File: config.mk
export PLATFORM = sky130hd
export DESIGN_NAME = mem_arbiter
export DESIGN_NICKNAME = d
export VERILOG_FILES = /design/src/rtl/yari_mem_pkg.sv /design/src/rtl/mem_arb_stats.sv /design/src/rtl/mem_arbiter.sv
export SDC_FILE = /design/constraint.sdc
export NUM_CORES = 1
export LEC_CHECK = 0
export CORE_MARGIN = 5
export CORE_UTILIZATION = 25
export DETAILED_ROUTE_END_ITERATION = 10
export PLACE_DENSITY_LB_ADDON = 0.15
export SLEW_MARGIN = 30
export SYNTH_ARGS = -nofsm -noshare
export SYNTH_HDL_FRONTEND = slang
export SYNTH_SLANG_ARGS = --single-unit
File: constraint.sdc
create_clock -name clock -period 1.7 [get_ports clock]
set_input_delay 0.17 -clock clock [delete_from_list [all_inputs] [get_ports clock]]
set_output_delay 0.17 -clock clock [all_outputs]
set_load 0.01 [all_outputs]
File: src/rtl/yari_mem_pkg.sv
// Shared memory-subsystem definitions: transaction ids, bus widths and the
// arbiter owner encoding used by mem_arbiter and its helpers.
package yari_mem_pkg;

  localparam int ADDR_W = 30;
  localparam int DATA_W = 32;
  localparam int MASK_W = 4;

  localparam logic [1:0] ID_DC = 2'd1;
  localparam logic [1:0] ID_IC = 2'd2;
  localparam logic [1:0] ID_FB = 2'd3;

  typedef enum logic [1:0] {
    OWN_NONE = 2'd0,
    OWN_CPU  = 2'd1,
    OWN_FB   = 2'd2
  } owner_e;

endpackage

File: src/rtl/mem_arb_stats.sv
// Free-running wrap-around counters of CPU stall cycles and accepted
// frame-buffer transfers; only built when MEM_ARB_STATS_EN is defined.
module mem_arb_stats (
  input  logic        clock,
  input  logic        reset_n,
  input  logic        cpu_stall_i,
  input  logic        fb_grant_i,
  output logic [31:0] stat_cpu_stall_o,
  output logic [31:0] stat_fb_grants_o
);

  logic [31:0] cpu_stall_q, cpu_stall_d;
  logic [31:0] fb_grants_q, fb_grants_d;

  always_comb begin
    cpu_stall_d = cpu_stall_q + {31'd0, cpu_stall_i};
    fb_grants_d = fb_grants_q + {31'd0, fb_grant_i};
  end

  always_ff @(posedge clock or negedge reset_n) begin
    if (!reset_n) begin
      cpu_stall_q <= '0;
      fb_grants_q <= '0;
    end else begin
      cpu_stall_q <= cpu_stall_d;
      fb_grants_q <= fb_grants_d;
    end
  end

  assign stat_cpu_stall_o = cpu_stall_q;
  assign stat_fb_grants_o = fb_grants_q;

endmodule

File: src/rtl/mem_arbiter.sv
// CPU / frame-buffer arbiter in front of ssram_ctrl with stall locking and a
// bounded FB priority run. Optional statistics under MEM_ARB_STATS_EN.
module mem_arbiter
  import yari_mem_pkg::*;
#(
  parameter int unsigned FB_MAX = 8
) (
  input  logic              clock,
  input  logic              reset_n,
  input  logic [ADDR_W-1:0] cpu_address,
  input  logic              cpu_read,
  input  logic              cpu_write,
  input  logic [1:0]        cpu_id,
  input  logic [DATA_W-1:0] cpu_writedata,
  input  logic [MASK_W-1:0] cpu_writedatamask,
  output logic              cpu_waitrequest,
  input  logic [ADDR_W-1:0] fb_address,
  input  logic              fb_read,
  output logic              fb_waitrequest,
  output logic [ADDR_W-1:0] mem_address,
  output logic [1:0]        mem_id,
  output logic              mem_read,
  output logic              mem_write,
  output logic [DATA_W-1:0] mem_writedata,
  output logic [MASK_W-1:0] mem_writedatamask,
`ifdef MEM_ARB_STATS_EN
  output logic [31:0]       stat_cpu_stall,
  output logic [31:0]       stat_fb_grants,
`endif
  input  logic              mem_waitrequest
);

  localparam logic [7:0] FB_MAX_W = 8'(FB_MAX);

  logic       cpu_req, fb_req, accept;
  owner_e     owner, lock_q, lock_d;
  logic [7:0] streak_q, streak_d;

  assign cpu_req = cpu_read | cpu_write;
  assign fb_req  = fb_read;

  // A locked master that drops its request yields NONE; the lock then clears.
  always_comb begin
    owner = OWN_NONE;
    if (!reset_n)
      owner = OWN_NONE;
    else if (lock_q == OWN_CPU)
      owner = cpu_req ? OWN_CPU : OWN_NONE;
    else if (lock_q == OWN_FB)
      owner = fb_req ? OWN_FB : OWN_NONE;
    else if (fb_req && (streak_q < FB_MAX_W || !cpu_req))
      owner = OWN_FB;
    else if (cpu_req)
      owner = OWN_CPU;
  end

  assign accept = (owner != OWN_NONE) && !mem_waitrequest;

  always_comb begin
    lock_d   = (owner != OWN_NONE && mem_waitrequest) ? owner : OWN_NONE;
    streak_d = streak_q;
    if (!cpu_req)
      streak_d = '0;
    else if (accept && owner == OWN_CPU)
      streak_d = '0;
    else if (accept && owner == OWN_FB && streak_q < FB_MAX_W)
      streak_d = streak_q + 8'd1;
  end

  always_ff @(posedge clock or negedge reset_n) begin
    if (!reset_n) begin
      lock_q   <= OWN_NONE;
      streak_q <= '0;
    end else begin
      lock_q   <= lock_d;
      streak_q <= streak_d;
    end
  end

  always_comb begin
    mem_address       = cpu_address;
    mem_id            = cpu_id;
    mem_read          = 1'b0;
    mem_write         = 1'b0;
    mem_writedata     = cpu_writedata;
    mem_writedatamask = cpu_writedatamask;
    if (owner == OWN_CPU) begin
      mem_read  = cpu_read;
      mem_write = cpu_write;
    end else if (owner == OWN_FB) begin
      mem_address = fb_address;
      mem_id      = ID_FB;
      mem_read    = 1'b1;
    end
  end

  assign cpu_waitrequest = (owner != OWN_CPU) | mem_waitrequest;
  assign fb_waitrequest  = (owner != OWN_FB) | mem_waitrequest;

`ifdef MEM_ARB_STATS_EN
  mem_arb_stats u_stats (
    .clock            (clock),
    .reset_n          (reset_n),
    .cpu_stall_i      (cpu_req & cpu_waitrequest),
    .fb_grant_i       (accept && owner == OWN_FB),
    .stat_cpu_stall_o (stat_cpu_stall),
    .stat_fb_grants_o (stat_fb_grants)
  );
`endif

  a_cpu_lock_held: assert property (@(posedge clock) disable iff (!reset_n)
    (lock_q == OWN_CPU) |-> cpu_req);
  a_fb_lock_held: assert property (@(posedge clock) disable iff (!reset_n)
    (lock_q == OWN_FB) |-> fb_req);

endmodule
==> run metrics, run 1 <==
status complete, but fails checks; failing checks setup timing; Final min period roughly 2.1 ns; WP buf/inv 3; Setup violations, final 34; CTS Hold Bufs 0; Post-Syn Area per Cell around 11 um2; area leader, netlist mux2_4; area of the die slightly below 7000 um2; largest net degree at the start of global routing 17; Syn Std Cell Area about 1300 um2; Reg2Reg Depth 6; critical-path cell list a221o_2 -> nand2_4 -> buf_12 -> buf_12 -> mux2_4 -> buf_6; worst slew pin tran ~0.34 ns; vias in the first global route around 1,200; TritonCTS clock tree yes; fillers 470; Final Hold Fails 0; row count 26; DR vias ~1,200; fin nets between 300 and 400; startpoint types flip-flop; CTS root buf clkbuf_8; register area share after synthesis around 19%; dpl cell area ~2200 um2; remaining global-route overflow 0; asr flop ratio synth between 90% and 100%; global-route wire length before repair a little under 7 mm; Tot Pwr approximately 0.0011 W; First DRT Iteration DRCs 3; reg2reg setup slack roughly 0.2 ns; delay-heaviest family, CP compound AO/OA/AOI/OAI gates; Yosys Warn Count 0; Final Cycle Share 123%; Power Density roughly 460 nW/um2; Final Max Tran Viols 0; Critical Path End Type primary output; crit path max fanout 5; Hold/Removal Path Class input pin to async pin; Netlist cell types 32; design area 2470 um2; initial core utilization about 26%; Mapped Nets around 230; VDD IR max approximately 0.36 mV; Total Wirelength 4.83 mm; DR WL/cell about 17 um; IO buf count approximately 100; main area contributors after synthesis mux2_4 (31%), buf_4 (21%), dfrtp_1 (19%); Top FF cell, synth dfrtp_1; IO Count between 150 and 200; critical path depth 6; Die H approximately 82 um; dpl hpwl roughly 4 mm; Critical Path AT 1.92 ns; FF+latch count, synth 10; Crit path required time ~1.5 ns; share of layout cells above drive strength 1 between 40% and 50%; Clk Latency, worst-skew pair around 0.24 ns; CTS Buf Count 3; unrepaired setup endpoints after global routing yes; GRT Util Overall 13.4%; Sink Count 10; Setup Crit Path Kind flip-flop to primary output; Setup WS post-layout -0.388 ns; depth of the CTS H-tree 1; Placer Congestion about 0.79; Remaining DRCs 0; Die X between 80 and 90 um; post-synth top area share between 30% and 40%; worst relative slew slack 77.6%; number of vias per cell between 4 and 5; CTS Buffer Depth 2; Lkg Pwr 1.19 nW; DRT Pass-1 Iters 4; slowest stage cell, crit path a221o_2; antenna viol nets, final 0; cell mode on critical path buf_12; Largest stage delay, worst path ~0.44 ns; synthesis-to-finish area growth 90.5%; Fmax 479 MHz; clock skew approximately 0.00076 ns; core area a little over 5000 um2; max cap viols 0; ANT cells 0; synthesized instance count between 100 and 150; initial antenna violation count 0; EDFF count, synth 0; clock-pin slew on the worst setup and hold paths 0.05 ns
-- report_power, final --
group	internal (W)	switching [W]
Clock	0.000204	0.0000995
Combinational	0.000407	0.000180
Sequential	0.000245	0.00000643
-- cell usage after synthesis, types with 2 or more instances --
cell type and n:
inv_1 4, nor2_1 5, nand4_1 2, dfrtp_1 10, nor3_1 2, mux2_4 27, and2_1 4, mux2_2 3
nand2b_1 4, buf_8 2, buf_4 36, nand3_1 2, and3_1 2, o21ai_0 2
-- what timing repair did --
item                       in CTS  in global routing
cloned                          2                  0
gates resized for setup       183                  8
setup endpoints to repair      36                 37
setup buffers                  10                  1
pin swaps                       2                  7
-- flip-flops by register name, summed over array words and instances, names as in the netlist --
name and flops:
lock_q 2, streak_q 8
-- per-stage QoR --
stage	setup TNS, ns	utilization, %	hold slack, ns	worst slack, ns	instances
floorplan	0	-	-0.126	0.129	123
global placement	-20.81	44.0	0.340	-0.637	271
detailed placement	-22.06	44.0	0.340	-0.666	271
global route	-12.75	48.7	0.297	-0.454	287
CTS	-12.03	49.3	0.284	-0.399	287
finish	-10.48	48.7	0.287	-0.388	287
-- area by class of cell --
cell class,instances,area (um2),share of cell area (%)
clock buffer,4,55.1,2.23
multi-input combinational,70,733,29.7
inverter,4,15.0,0.608
tap,70,87.6,3.54
timing repair buffer,129,1330,53.8
sequential,10,250,10.1
-- routing by layer --
layer | vias to the layer above | global-route usage, % | part of all wire [%] | wire length, um
met2 | 101 | 22.9 | 48 | 2310
met3 | 7 | 8.22 | 17 | 830
met5 | - | 0 | 0 | 0
met4 | 0 | 4.65 | 1.4 | 70
li1 | 579 | - | - | -
met1 | 538 | 13.1 | 34 | 1620
-- logic make-up (layout without fill, tap and decap cells) --
| kind of cell | after synthesis | after routing | synth area share [%] |
|---|---|---|---|
| simple gates | 29 | 29 | 14.3 |
| compound gates | 7 | 7 | 4.24 |
| xor+xnor | 1 | 1 | 0.675 |
| mux | 31 | 31 | 34.6 |
| fa+ha+maj | 2 | 2 | 1.74 |
| buf+inv | 43 | 137 | 25.2 |
| flops | 10 | 10 | 19.3 |
-- placed cells by master (no fill, tap or decap), types with 2 or more instances in the layout --
cell,instances
nor3_1,2
o21ai_0,2
buf_2,5
buf_6,35
clkbuf_8,4
mux2_4,30
and2_1,4
buf_4,15
and3_1,2
inv_1,3
nand3_1,2
dfrtp_1,10
clkdlybuf4s50_1,67
buf_12,4
nand2b_1,4
nor2_1,5
nand4_1,2
-- worst paths after layout --
| kind | start | to |
|---|---|---|
| setup reg to reg | lock_q[0]$_DFF_PN0_ | streak_q[7]$_DFFE_PN0P_ |
| setup / recovery | lock_q[1]$_DFF_PN0_ | mem_address[13] |
| max in group asynchronous | reset_n | streak_q[5]$_DFFE_PN0P_ |
| min in group clock | cpu_writedata[1] | mem_writedata[1] |
| hold reg to reg | streak_q[7]$_DFFE_PN0P_ | streak_q[7]$_DFFE_PN0P_ |
| hold / removal | reset_n | streak_q[0]$_DFFE_PN0P_ |
Note: power is estimated with default switching activity, not from simulation.
==> run 2: changes to the inputs <==
- SYNTH_HIERARCHICAL: default -> 1
==> results of run 2 <==
The final DEF is identical to that of run 1; final timing and power are the same.
Main changes from that run: Yosys warning count 0 -> 6
